===== src/rtl/pc_gen_if.sv =====
// pc_gen_if: connects the IF-stage program-counter generator to the pipeline.
//   Control in (driven by the pipeline):
//     stall_i, br_taken_i, br_target_i, trap_i, trap_vec_i, halt_i, resume_i
//   Status out (driven by pc_gen):
//     pc_o, npc_o, fetch_valid_o, redirect_pending_o, misalign_o, fetch_count_o
// The master modport is the pipeline side; the slave modport is pc_gen.
interface pc_gen_if #(
    parameter int XLEN  = 32,
    parameter int CNT_W = 32
);
    logic             stall_i;
    logic             br_taken_i;
    logic [XLEN-1:0]  br_target_i;
    logic             trap_i;
    logic [XLEN-1:0]  trap_vec_i;
    logic             halt_i;
    logic             resume_i;

    logic [XLEN-1:0]  pc_o;
    logic [XLEN-1:0]  npc_o;
    logic             fetch_valid_o;
    logic             redirect_pending_o;
    logic             misalign_o;
    logic [CNT_W-1:0] fetch_count_o;

    modport master (
        output stall_i, br_taken_i, br_target_i, trap_i, trap_vec_i, halt_i, resume_i,
        input  pc_o, npc_o, fetch_valid_o, redirect_pending_o, misalign_o, fetch_count_o
    );

    modport slave (
        input  stall_i, br_taken_i, br_target_i, trap_i, trap_vec_i, halt_i, resume_i,
        output pc_o, npc_o, fetch_valid_o, redirect_pending_o, misalign_o, fetch_count_o
    );
endinterface


===== src/rtl/pc_gen.sv =====
// pc_gen: fetch program counter for the IF stage.
//   clk  : rising-edge clock
//   rst  : asynchronous active-high reset
//   bus  : pc_gen_if slave port
//     stall_i/br_taken_i/br_target_i/trap_i/trap_vec_i/halt_i/resume_i in
//     pc_o (registered), npc_o (pc_o+STEP), fetch_valid_o, redirect_pending_o,
//     misalign_o (one-cycle pulse), fetch_count_o (valid fetches since reset)
// Next-PC priority in RUN: trap > halt/stall (hold, buffer branch) > branch >
// buffered redirect > sequential. A branch seen while the PC cannot move is
// kept in pend/pend_tgt and replayed once fetching continues.
module pc_gen #(
    parameter int              XLEN       = 32,
    parameter logic [XLEN-1:0] RESET_VEC  = '0,
    parameter int              STEP       = 4,
    parameter int              ALIGN_BITS = 2,
    parameter int              CNT_W      = 32
) (
    input  logic    clk,
    input  logic    rst,
    pc_gen_if.slave bus
);
    typedef enum logic {RUN, HALT} state_t;

    localparam logic [XLEN-1:0] STEP_V   = XLEN'(STEP);
    localparam logic [XLEN-1:0] LOW_MASK = XLEN'((64'd1 << ALIGN_BITS) - 64'd1);

    function automatic logic [XLEN-1:0] align(input logic [XLEN-1:0] x);
        return x & ~LOW_MASK;
    endfunction

    function automatic logic misaligned(input logic [XLEN-1:0] x);
        return |(x & LOW_MASK);
    endfunction

    state_t           state_q, state_d;
    logic [XLEN-1:0]  pc_q, pc_d;
    logic             pend_q, pend_d;
    logic [XLEN-1:0]  pend_tgt_q, pend_tgt_d;
    logic             misalign_q, misalign_d;
    logic [CNT_W-1:0] count_q;
    logic             fetch_valid;

    assign fetch_valid = (state_q == RUN) && !bus.stall_i && !pend_q;

    // NOTE: every always_comb output gets a default first so no path leaves
    // it unassigned; otherwise synthesis infers a latch.
    always_comb begin
        state_d    = state_q;
        pc_d       = pc_q;
        pend_d     = pend_q;
        pend_tgt_d = pend_tgt_q;
        misalign_d = 1'b0;

        if (state_q == RUN) begin
            if (bus.trap_i) begin
                // Trap wins over everything, including a simultaneous halt,
                // which still takes effect on the state.
                pc_d       = align(bus.trap_vec_i);
                pend_d     = 1'b0;
                misalign_d = misaligned(bus.trap_vec_i);
                if (bus.halt_i) state_d = HALT;
            end else if (bus.halt_i || bus.stall_i) begin
                if (bus.halt_i) state_d = HALT;
                if (bus.br_taken_i) begin
                    pend_d     = 1'b1;
                    pend_tgt_d = bus.br_target_i;
                end
            end else if (bus.br_taken_i) begin
                pc_d       = align(bus.br_target_i);
                pend_d     = 1'b0;
                misalign_d = misaligned(bus.br_target_i);
            end else if (pend_q) begin
                pc_d       = align(pend_tgt_q);
                pend_d     = 1'b0;
                misalign_d = misaligned(pend_tgt_q);
            end else begin
                pc_d = pc_q + STEP_V;
            end
        end else begin
            if (bus.br_taken_i) begin
                pend_d     = 1'b1;
                pend_tgt_d = bus.br_target_i;
            end
            if (bus.trap_i) begin
                pc_d       = align(bus.trap_vec_i);
                pend_d     = 1'b0;
                misalign_d = misaligned(bus.trap_vec_i);
                state_d    = RUN;
            end else if (bus.resume_i) begin
                state_d = RUN;
            end
        end
    end

    // NOTE: state registers use non-blocking assignments so every flop
    // samples pre-edge values regardless of statement order.
    always_ff @(posedge clk or posedge rst) begin
        if (rst) begin
            state_q    <= RUN;
            pc_q       <= RESET_VEC;
            pend_q     <= 1'b0;
            pend_tgt_q <= '0;
            misalign_q <= 1'b0;
            count_q    <= '0;
        end else begin
            state_q    <= state_d;
            pc_q       <= pc_d;
            pend_q     <= pend_d;
            pend_tgt_q <= pend_tgt_d;
            misalign_q <= misalign_d;
            if (fetch_valid) count_q <= count_q + CNT_W'(1);
        end
    end

    assign bus.pc_o               = pc_q;
    assign bus.npc_o              = pc_q + STEP_V;
    assign bus.fetch_valid_o      = fetch_valid;
    assign bus.redirect_pending_o = pend_q;
    assign bus.misalign_o         = misalign_q;
    assign bus.fetch_count_o      = count_q;
endmodule


===== src/flat_wrapper.sv =====
// flat-port wrapper written by rule: the top's interface ports become plain ports
module pc_gen_flat 
#(
    parameter int              XLEN       = 32,
    parameter logic [XLEN-1:0] RESET_VEC  = '0,
    parameter int              STEP       = 4,
    parameter int              ALIGN_BITS = 2,
    parameter int              CNT_W      = 32
)
  (clk, rst, bus_stall_i, bus_br_taken_i, bus_br_target_i, bus_trap_i, bus_trap_vec_i, bus_halt_i, bus_resume_i, bus_pc_o, bus_npc_o, bus_fetch_valid_o, bus_redirect_pending_o, bus_misalign_o, bus_fetch_count_o);
  pc_gen_if #(.XLEN(XLEN), .CNT_W(CNT_W)) bus_i ();
  input  logic clk;
  input  logic rst;
  input wire logic [$bits(bus_i.stall_i)-1:0] bus_stall_i;
  input wire logic [$bits(bus_i.br_taken_i)-1:0] bus_br_taken_i;
  input wire logic [$bits(bus_i.br_target_i)-1:0] bus_br_target_i;
  input wire logic [$bits(bus_i.trap_i)-1:0] bus_trap_i;
  input wire logic [$bits(bus_i.trap_vec_i)-1:0] bus_trap_vec_i;
  input wire logic [$bits(bus_i.halt_i)-1:0] bus_halt_i;
  input wire logic [$bits(bus_i.resume_i)-1:0] bus_resume_i;
  output wire logic [$bits(bus_i.pc_o)-1:0] bus_pc_o;
  output wire logic [$bits(bus_i.npc_o)-1:0] bus_npc_o;
  output wire logic [$bits(bus_i.fetch_valid_o)-1:0] bus_fetch_valid_o;
  output wire logic [$bits(bus_i.redirect_pending_o)-1:0] bus_redirect_pending_o;
  output wire logic [$bits(bus_i.misalign_o)-1:0] bus_misalign_o;
  output wire logic [$bits(bus_i.fetch_count_o)-1:0] bus_fetch_count_o;
  assign bus_i.stall_i = bus_stall_i;
  assign bus_i.br_taken_i = bus_br_taken_i;
  assign bus_i.br_target_i = bus_br_target_i;
  assign bus_i.trap_i = bus_trap_i;
  assign bus_i.trap_vec_i = bus_trap_vec_i;
  assign bus_i.halt_i = bus_halt_i;
  assign bus_i.resume_i = bus_resume_i;
  assign bus_pc_o = bus_i.pc_o;
  assign bus_npc_o = bus_i.npc_o;
  assign bus_fetch_valid_o = bus_i.fetch_valid_o;
  assign bus_redirect_pending_o = bus_i.redirect_pending_o;
  assign bus_misalign_o = bus_i.misalign_o;
  assign bus_fetch_count_o = bus_i.fetch_count_o;
  pc_gen #(.XLEN(XLEN), .RESET_VEC(RESET_VEC), .STEP(STEP), .ALIGN_BITS(ALIGN_BITS), .CNT_W(CNT_W)) u_core (.clk(clk), .rst(rst), .bus(bus_i));
endmodule

===== config.mk =====
export PLATFORM = sky130hd
export DESIGN_NAME = pc_gen_flat
export DESIGN_NICKNAME = d
export VERILOG_FILES = /design/src/rtl/pc_gen_if.sv /design/src/rtl/pc_gen.sv /design/src/flat_wrapper.sv
export SDC_FILE = /design/constraint.sdc
export NUM_CORES = 1
export LEC_CHECK = 0
export CORE_AREA = 3 3 112 114
export CTS_CLUSTER_SIZE = 25
export DETAILED_ROUTE_END_ITERATION = 8
export DIE_AREA = 0 0 115 117
export GPL_ROUTABILITY_DRIVEN = 1
export MAX_ROUTING_LAYER = met4
export PLACE_DENSITY_LB_ADDON = 0.3
export SLEW_MARGIN = 25
export SYNTH_ARGS = -nofsm -noshare
export SYNTH_HDL_FRONTEND = slang
export SYNTH_SLANG_ARGS = --single-unit

===== constraint.sdc =====
create_clock -name clk -period 3.3 [get_ports clk]
set_input_delay 0.495 -clock clk [delete_from_list [all_inputs] [get_ports clk]]
set_output_delay 0.495 -clock clk [all_outputs]
set_load 0.02 [all_outputs]

==> qor.csv <==
stage;metric;value;unit
outcome;status;finished, final reports clean;
floorplan;fp.dieH;117;um
drt;drtPass1Iterations;6;
worst_setup_path;worstRegToRegCells;5;
global_routing;grt_pass1_wl;27460;um
worst_setup_path;critical_path_buf_inv_count;1;
drt;drt_iter0_drc;480;
clock_network;cts_buffer_depth;2;
logic_synthesis;synth_area;0.005542;sq mm
drt;viasPerCell;6.031;
worst_hold_path;hold_depth;1;
placement;place_area;0.007321;sq mm
global_routing;gr-total-overflow;0;
floorplan;core;0.01152;sq mm
clock_network;cts_sinks;97;
floorplan;pin_count;170;
worst_setup_path;cp_slowest_cell;or4b_4;
logic_synthesis;synthDistinctLibCells;58;
placement;gp_congestion;0.9241;
floorplan;initial_core_util;48.12;%
placement;port_buffers;165;
logic_synthesis;yosysSeqAreaShare;43.80;%
clock_network;htree_num_levels;3;
timing;max_freq;311.7;MHz
timing;period_minus_slack;3.209;ns
worst_setup_path;start_kind;flop;
timing;slew_headroom;51.29;%
clock_network;cts-root-buf;clkbuf_16;
clock_network;clock_latency;0.35;ns
drt;drc;0;
global_routing;grt_use_met1;34.11;%
drt;wire_per_inst;20.10;um
power;p_leak;3.213;nW
finish;final_common_cell;clkdlybuf4s50_1;
worst_setup_path;worst_ep_arrival_time;2.71;ns
logic_synthesis;synth-seq-cells;97;
worst_setup_path;cp_max_fo;6;
floorplan;row_count;39;
clock_network;postCtsSetupBuffers;0;
worst_setup_path;crit_chain;nand4_1 > or4b_4 > nor2b_2 > xor2_1 > clkdlybuf4s50_1;
logic_synthesis;synth_ff_type;dfrtp_1;
run;maxCapViolations;0;
drt;wirelength;17590;um
logic_synthesis;synth_top_cell_by_area;dfrtp_1;
global_routing;grtUsageMet3;5.141;%
finish;drive_gt1_share;13.00;%
finish;post-route-cell-area;0.007666;sq mm
timing;tightest_slew;0.7307;ns
placement;dpl.cell_count;859;
worst_setup_path;path_depth;5;
timing;grt_setup_unrepaired;true;
placement;detailed_place_hpwl;12560;um
timing;setup_viol;0;
timing;fin_ws;0.09141;ns
logic_synthesis;yosys.area.top_type_share;43.80;%
clock_network;cts_buffers;9;
clock_network;hold_buffers;0;
worst_setup_path;required;2.80;ns
floorplan;dieArea;0.01346;sq mm
worst_setup_path;crit_type;flop to output pin;
finish;instances_no_fill;875;
timing;hold_viol;0;
global_routing;antenna_found_initial;1;
drt;ant_nets;0;
worst_setup_path;max_stage_delay;0.65;ns
timing;maxSlewViolCount;0;
worst_hold_path;hold_class;flop to flop;
logic_synthesis;synth.avg_cell_area;9.671;sq um
global_routing;grtUsageTotal;26.92;%
placement;dp_slack;0.2710;ns
power;power.total;3.646;mW
global_routing;grt_pass1_vias;5296;
global_routing;use_met2;42.44;%
clock_network;cts_tree;done;
logic_synthesis;synth_edf_count;0;
power;power.density;475.6;mW/mm^2
global_routing;busiest_layer;met2;
logic_synthesis;postSynthCellCount;573;
finish;layout.cells.most_common_list;clkdlybuf4s50_1, dfrtp_1, nand2_1;
finish;syn2layout_area_growth;38.34;%
worst_setup_path;regToRegSetupSlack;1.05;ns
finish;nets;800;
logic_synthesis;synthArstFlopShare;100.0;%
clock_network;clkTransAtPathRegs;0.07;ns
global_routing;grt_max_degree;58;
timing;fin_crit_sh;97.23;%
logic_synthesis;synth.area.top_cells;dfrtp_1, mux2_2, xnor2_1;
logic_synthesis;ys_warn_count;0;
floorplan;die_w;115;um
drt;vias;5277;
power;irDropWorstVdd;284.6;uV
timing;holdWs;0.4731;ns
worst_setup_path;critical_path.top_delay_family;simple AND/OR/NAND/NOR gates;
timing;skew;0.009494;ns
worst_setup_path;crit_path_end_kind;output pin;
## per-stage QoR
stage                     utilization (%)   TNS, ns
after floorplan                         -         0
after global placement              63.57         0
after detailed placement            63.57         0
after CTS                           66.06  -0.02263
after global routing                66.57  -0.01279
final                               66.57         0
## where the power goes
part	internal, mW	switching, mW	leakage, nW	total (mW)
clock	0.523	0.456	0.135	0.979
sequential	1.35	0.187	1.20	1.53
combinational	0.562	0.571	1.88	1.13
## cell usage after synthesis (8+ instances only)
| library cell | instances |
|---|---|
| nand2b_1 | 9 |
| mux2_2 | 34 |
| xor2_1 | 16 |
| nand3_1 | 21 |
| o21ai_0 | 33 |
| xnor2_1 | 42 |
| dfrtp_1 | 97 |
| and3_1 | 13 |
| nand2_1 | 48 |
| nor2_1 | 32 |
| a21oi_1 | 42 |
| nor3_1 | 8 |
| clkbuf_1 | 25 |
| nand4_1 | 13 |
| inv_1 | 13 |
## registers in the layout (all words and copies together) (netlist names)
name,flops
u_core.bus.pc_o,30
u_core.bus.misalign_o,1
u_core.bus.fetch_count_o,32
u_core.pend_tgt_q,32
u_core.state_q,1
u_core.bus.redirect_pending_o,1
## worst register-to-register path, cell delays in order, from the launching register on
cell and delay [ns]:
dfrtp_1 0.55, nor3_4 0.39, nand3_1 0.32, nor4_4 0.54
nand3_1 0.16, xnor2_1 0.16
## path summary, 6_finish.rpt
check                                                      endpoint                                startpoint
max                                                   bus_npc_o[19]            u_core.bus.pc_o[5]$_DFFE_PP0P_
min                        u_core.bus.fetch_count_o[31]$_DFFE_PP0P_  u_core.bus.fetch_count_o[31]$_DFFE_PP0P_
max in group asynchronous            u_core.bus.pc_o[4]$_DFFE_PP0P_                                       rst
max reg2reg                u_core.bus.fetch_count_o[28]$_DFFE_PP0P_                  u_core.state_q$_DFF_PP0_
min in group asynchronous  u_core.bus.fetch_count_o[31]$_DFFE_PP0P_                                       rst
min reg2reg                u_core.bus.fetch_count_o[31]$_DFFE_PP0P_  u_core.bus.fetch_count_o[31]$_DFFE_PP0P_
## kinds of logic (layout without fill, tap and decap cells)
kind of cell | after synthesis | count (layout) | synth area share, %
muxes | 40 | 40 | 7.993
and+or+nand+nor | 181 | 181 | 17.70
xor gates and xnor gates | 58 | 58 | 9.167
buffers and inverters | 52 | 207 | 4.222
DFF | 97 | 97 | 43.80
adders and majority gates | 2 | 2 | 0.4515
AOI/OAI and AO/OA | 142 | 142 | 16.60
other | 1 | 5 | 0.06767
## final cells by class
cell class / instances / area [sq um]
fill: 919 / 3850
multi-input combinational: 427 / 2979
sequential: 97 / 2430
timing repair buffer: 179 / 1762
clock buffer: 11 / 242.7
tap: 143 / 178.9
inverter: 13 / 51.30
clock inverter: 4 / 20.02
antenna: 1 / 2.502
## per-layer routing
metal | share of wire (%) | vias up
met3 | 6.5 | 41
li1 | - | 2374
met5 | 0 | -
met2 | 49 | 246
met4 | 3.3 | 0
met1 | 41 | 2616
## timing repair
| action | CTS | global route |
|---|---|---|
| cloned | 0 | 0 |
| gates resized for setup | 6 | 17 |
| pin swaps | 0 | 1 |
| endpoints found under the setup margin | 12 | 14 |
Note: power is estimated with default switching activity, not from simulation.
